$ cat src/rtl/jk_seq_pkg.sv
// Shared definitions for the JK bank sequencer: opcodes, FSM states, default widths.
package jk_seq_pkg;

    localparam int DEFAULT_WIDTH = 4;
    localparam int DEFAULT_CNT_W = 8;

    localparam logic [2:0] OP_HOLD   = 3'b000;
    localparam logic [2:0] OP_CLEAR  = 3'b001;
    localparam logic [2:0] OP_SET    = 3'b010;
    localparam logic [2:0] OP_LOAD   = 3'b011;
    localparam logic [2:0] OP_TOGGLE = 3'b100;
    localparam logic [2:0] OP_UP     = 3'b101;
    localparam logic [2:0] OP_DOWN   = 3'b110;

    typedef enum logic [1:0] {
        IDLE = 2'd0,
        EXEC = 2'd1,
        DONE = 2'd2
    } state_t;

endpackage

$ cat src/rtl/jk_cell.sv
// Single JK flip-flop with synchronous active-high reset to 0.
module jk_cell (
    input  logic clk,
    input  logic rst,
    input  logic j,
    input  logic k,
    output logic q,
    output logic qb
);

    always_ff @(posedge clk) begin
        if (rst) begin
            q <= 1'b0;
        end else begin
            case ({j, k})
                2'b01:   q <= 1'b0;
                2'b10:   q <= 1'b1;
                2'b11:   q <= ~q;
                default: q <= q;
            endcase
        end
    end

    assign qb = ~q;

endmodule

$ cat src/rtl/jk_bank_sequencer.sv
// Command-driven sequencer clocking a bank of jk_cell instances as a loadable up/down counter.
// Optional JK_SEQ_ABORT_EN adds an abort input that ends EXEC early without a final q update.
module jk_bank_sequencer
    import jk_seq_pkg::*;
#(
    parameter int WIDTH = DEFAULT_WIDTH,
    parameter int CNT_W = DEFAULT_CNT_W
) (
    input  logic             clk,
    input  logic             rst,
    input  logic             cmd_valid,
    output logic             cmd_ready,
    input  logic [2:0]       cmd_op,
    input  logic [WIDTH-1:0] cmd_data,
    input  logic [CNT_W-1:0] cmd_count,
    output logic [WIDTH-1:0] q,
    output logic [WIDTH-1:0] qb,
    output logic             busy,
    output logic             done,
    output logic             wrap
`ifdef JK_SEQ_ABORT_EN
    ,
    input  logic             abort
`endif
);

    localparam logic [CNT_W-1:0] ONE = CNT_W'(1);

    state_t           state, state_next;
    logic [2:0]       op_r;
    logic [WIDTH-1:0] data_r;
    logic [CNT_W-1:0] remaining;
    logic [WIDTH-1:0] j, k;
    logic             accept, abort_hit, step_en, wrap_next;

`ifdef JK_SEQ_ABORT_EN
    assign abort_hit = (state == EXEC) && abort;
`else
    assign abort_hit = 1'b0;
`endif

    assign accept  = (state == IDLE) && cmd_valid;
    assign step_en = (state == EXEC) && !abort_hit;

    always_ff @(posedge clk) begin
        if (rst) state <= IDLE;
        else     state <= state_next;
    end

    always_comb begin
        state_next = state;
        case (state)
            IDLE: if (cmd_valid) state_next = (cmd_count == '0) ? DONE : EXEC;
            EXEC: if (abort_hit || remaining == ONE) state_next = DONE;
            DONE: state_next = IDLE;
            default: state_next = IDLE;
        endcase
    end

    // rst gates cmd_ready directly so it reads low throughout the reset cycle.
    always_comb begin
        cmd_ready = (state == IDLE) && !rst;
        busy      = (state != IDLE);
        done      = (state == DONE);
    end

    // NOTE: command registers are only meaningful after an accept, but resetting
    // them keeps simulation free of X on op_r-driven excitation after reset.
    always_ff @(posedge clk) begin
        if (rst) begin
            op_r      <= OP_HOLD;
            data_r    <= '0;
            remaining <= '0;
        end else if (accept) begin
            op_r      <= cmd_op;
            data_r    <= cmd_data;
            remaining <= cmd_count;
        end else if (state == EXEC) begin
            remaining <= remaining - ONE;
        end
    end

    // NOTE: the carry chain uses a blocking running variable inside always_comb;
    // sequential state elsewhere uses non-blocking assignments only.
    always_comb begin
        logic run;
        j   = '0;
        k   = '0;
        run = 1'b1;
        if (step_en) begin
            case (op_r)
                OP_CLEAR:  k = '1;
                OP_SET:    j = '1;
                OP_LOAD:   begin j = data_r; k = ~data_r; end
                OP_TOGGLE: begin j = '1; k = '1; end
                OP_UP: begin
                    for (int i = 0; i < WIDTH; i++) begin
                        j[i] = run;
                        k[i] = run;
                        run  = run & q[i];
                    end
                end
                OP_DOWN: begin
                    for (int i = 0; i < WIDTH; i++) begin
                        j[i] = run;
                        k[i] = run;
                        run  = run & ~q[i];
                    end
                end
                default: ;
            endcase
        end
    end

    assign wrap_next = step_en && (((op_r == OP_UP) && (&q)) || ((op_r == OP_DOWN) && (~|q)));

    always_ff @(posedge clk) begin
        if (rst) wrap <= 1'b0;
        else     wrap <= wrap_next;
    end

    for (genvar g = 0; g < WIDTH; g++) begin : g_cell
        jk_cell u_cell (
            .clk (clk),
            .rst (rst),
            .j   (j[g]),
            .k   (k[g]),
            .q   (q[g]),
            .qb  (qb[g])
        );
    end

endmodule

$ cat config.mk
export PLATFORM = sky130hd
export DESIGN_NAME = jk_bank_sequencer
export DESIGN_NICKNAME = d
export VERILOG_FILES = /design/src/rtl/jk_seq_pkg.sv /design/src/rtl/jk_cell.sv /design/src/rtl/jk_bank_sequencer.sv
export SDC_FILE = /design/constraint.sdc
export NUM_CORES = 1
export LEC_CHECK = 0
export CAP_MARGIN = 30
export CORE_ASPECT_RATIO = 2
export CORE_MARGIN = 2
export CORE_UTILIZATION = 35
export CTS_CLUSTER_SIZE = 14
export DETAILED_ROUTE_END_ITERATION = 10
export PLACE_DENSITY = 0.63
export REMOVE_ABC_BUFFERS = 1
export SYNTH_ARGS = -nofsm -noshare
export SYNTH_HDL_FRONTEND = slang
export SYNTH_SLANG_ARGS = --single-unit
$ cat constraint.sdc
create_clock -name clk -period 1.7 [get_ports clk]
set_input_delay 0.255 -clock clk [delete_from_list [all_inputs] [get_ports clk]]
set_output_delay 0.255 -clock clk [all_outputs]
set_load 0.005 [all_outputs]
==> results_dict.tcl <==
set metrics [dict create \
    skew_ns 0.000559 \
    area_growth_pct 27.6 \
    synth_warnings 0 \
    layout_commonest_cell "clkdlybuf4s50_1" \
    synth_edf_count 0 \
    fin_cells 240 \
    placedCellCount 236 \
    synth_ff_type "dfxtp_1" \
    crit_path_max_incr_delay_ns 0.50 \
    drt-total-wl_mm 3.45 \
    vias 1311 \
    row_count 31 \
    first_pass_iters 4 \
    worstHoldStart "rst" \
    leakage_nw 0.600 \
    nNetsFinal 212 \
    hold_ws_ns 0.464 \
    ant_nets 0 \
    multi_input_area_um2 723 \
    avgSynthCellArea_um2 7.77 \
    grt_pass1_vias 1305 \
    worstPathArrival_ns 1.37 \
    clkLatencyLatePin_ns 0.26 \
    htreeDepth 1 \
    overflow 0 \
    p_clk_share_pct 26.1 \
    clk_pin_slew_ns 0.07 \
    fin_crit_sh_pct 95.7 \
    fmax_mhz 615 \
    grt_pass1_wl_mm 5.67 \
    hold_depth 3 \
    cp_max_fo 7 \
    core_um2 3610 \
    dieHeight_um 90.6 \
    status "complete, no violations" \
    yosysSeqAreaShare_pct 33.5 \
    p_sw_share_pct 30.1 \
    synth_area_leaders "dfxtp_1 (34%), nand2_1 (6.6%), a21oi_1 (5.7%)" \
    synth_top_cell_by_area "dfxtp_1" \
    pre_cts_slack_ns 0.0116 \
    grt_start_max_net_pins 19 \
    tns_ns 0 \
    die_w_um 47.3 \
    start_util_pct 36.4 \
    n_fill_cell 343 \
    grt_antenna_before_repair 0 \
    cts_buffer_depth 2 \
    postCtsSetupBuffers 0 \
    fin_ws_ns 0.0737 \
    reg2reg_from "remaining[3]$_SDFFE_PP0P_" \
    p_int_uw 973 \
    finalCriticalPeriod_ns 1.63 \
    diodes 0 \
    place_congestion 0.822 \
    synth.top_cell.area_share_pct 33.5 \
    slew-limit-headroom_pct 73.5 \
    path_cells "nor2_2 -> inv_1 -> nor2_1 -> clkdlybuf4s50_1" \
    dp_hpwl_mm 2.69 \
    worstReg2RegEnd "state[1]$_SDFFE_PP0P_" \
    worstRegToRegCells 3 \
    drt_iter0_markers 46 \
    cp-end-kind "output port" \
    dieArea_um2 4290 \
    port_buffers 29 \
    total_power_mw 1.39 \
    grt.total_usage_pct 17.7 \
    worst_pin_slew_ns 0.397 \
    rrSetupSlack_ns 0.21 \
    seqCellArea_um2 443 \
    synth_area_um2 1310 \
    crit_path_start_kind "register" \
    drt-vias-per-instance 5.46 \
    rsz0062_at_grt "false" \
    cts_sinks 22 \
    layout_common_cells "clkdlybuf4s50_1 (28), nand2_1 (23), dfxtp_1 (20), nor2_1 (16), a21oi_1 (15)" \
    irDropWorstVdd_mv 0.444 \
    drive_gt1_share_pct 13.1 \
    ys_types 42 \
    hold-path-endpoint "data_r[3]$_SDFFE_PP0P_" \
    setup_viol 0 \
    maxCapViolations 0 \
    crit_type "reg2out" \
    final_hold_viol_count 0 \
    cts_tree "built" \
    slowest_stage "clkdlybuf4s50_1" \
    cp.required_ns 1.44 \
    netlist_instances 169 \
    ys_ff_latch 22 \
    ys_async_sr_fraction_pct 0 \
    ctsHoldBuffers 0 \
    powerDensity_nw_per_um2 831 \
    drc 0 \
    ios 30 \
    wl_per_cell_um 14.4 \
    slew_viol_final 0 \
    p_switching_uw 420 \
    combPwrFrac_pct 28.3 \
    cts_root_buf "clkbuf_8" \
    pwr-share-seq_pct 45.6 \
    hold_path_class "in2reg" \
    numCtsBuffers 3 \
]
-- area by class of cell --
cell class,instances,share of cell area (%)
clock buffer,4,3.28
inverter,11,2.46
multi-input combinational,117,43.1
sequential,22,26.4
tap,49,3.66
timing repair buffer,37,21.0
-- Yosys cell counts, drive strengths merged, types with 2 or more instances --
library cell / number
a211oi: 2
a21oi: 15
a221oi: 4
a22oi: 2
a31oi: 4
buf: 16
clkbuf: 3
dfxtp: 22
ha: 2
inv: 11
nand2: 23
nand2b: 3
nand3: 6
nor2: 17
nor2b: 4
nor3: 2
nor3b: 2
nor4: 3
o21ai: 3
o22ai: 2
o311ai: 3
or3: 3
-- worst max path at each step --
| stage | from | endpoint | slack (ns) | depth (start not counted) |
|---|---|---|---|---|
| floorplan | state[1]$_SDFFE_PP0P_ | remaining[0]$_SDFFE_PP0P_ | 0.19 | 4 |
| global placement | rst | cmd_ready | 0.01 | 3 |
| detailed placement | rst | cmd_ready | 0.01 | 3 |
| CTS | state[1]$_SDFFE_PP0P_ | cmd_ready | 0.0007 | 4 |
| global route | state[1]$_SDFFE_PP0P_ | cmd_ready | 0.004 | 4 |
| finish | state[1]$_SDFFE_PP0P_ | cmd_ready | 0.07 | 4 |
-- kinds of logic (layout without fill, tap and decap cells) --
family,after synthesis,in the layout,synth area share [%]
AO/OA/AOI/OAI,44,44,24.1
multiplexers,1,1,0.762
flip-flops,22,22,33.5
adder cells (fa/ha/maj),2,2,1.90
buffers and inverters,30,52,11.6
AND/OR/NAND/NOR,70,70,28.1
-- flip-flops by register name, summed over array words and instances (netlist names) --
| name | cells |
|---|---|
| remaining | 8 |
| data_r | 4 |
| g_cell.u_cell.q | 4 |
| op_r | 3 |
| state | 2 |
| wrap | 1 |
-- repair_timing --
item | in CTS | in global routing
pin swaps | 0 | 0
resized for setup | 1 | 3
endpoints found under the setup margin | 1 | 1
-- worst max-delay path, delay by kind of cell, from the launching register on --
kind	cells	cell delay (ns)
buf+inv	2	0.56
flops	1	0.36
simple gates	2	0.20
-- stage by stage --
stage	area, µm²	util (%)
global route	1680	46.5
detailed placement	1610	44.7
CTS	1670	46.3
finish	1680	46.5
global placement	1610	44.7
floorplan	1200	-
-- metal layers --
metal / vias to the layer above / share of wire [%] / global-route usage [%] / routed length, µm
met1: 616 / 35 / 18.0 / 1230
met4: 0 / 6.6 / 13.2 / 227
met3: 17 / 3.0 / 2.40 / 102
met2: 39 / 55 / 29.5 / 1900
met5: - / 0 / 0 / 0
li1: 639 / - / - / -
-- power groups by stage --
stage / Clock [mW] / Sequential, mW / Combinational (mW)
after floorplan: 0 / 0.627 / 0.225
after global placement: 0 / 0.640 / 0.382
after detailed placement: 0 / 0.643 / 0.391
after CTS: 0.380 / 0.631 / 0.395
after global routing: 0.406 / 0.643 / 0.433
final: 0.364 / 0.635 / 0.394
Power figures use the tool's default switching activity.
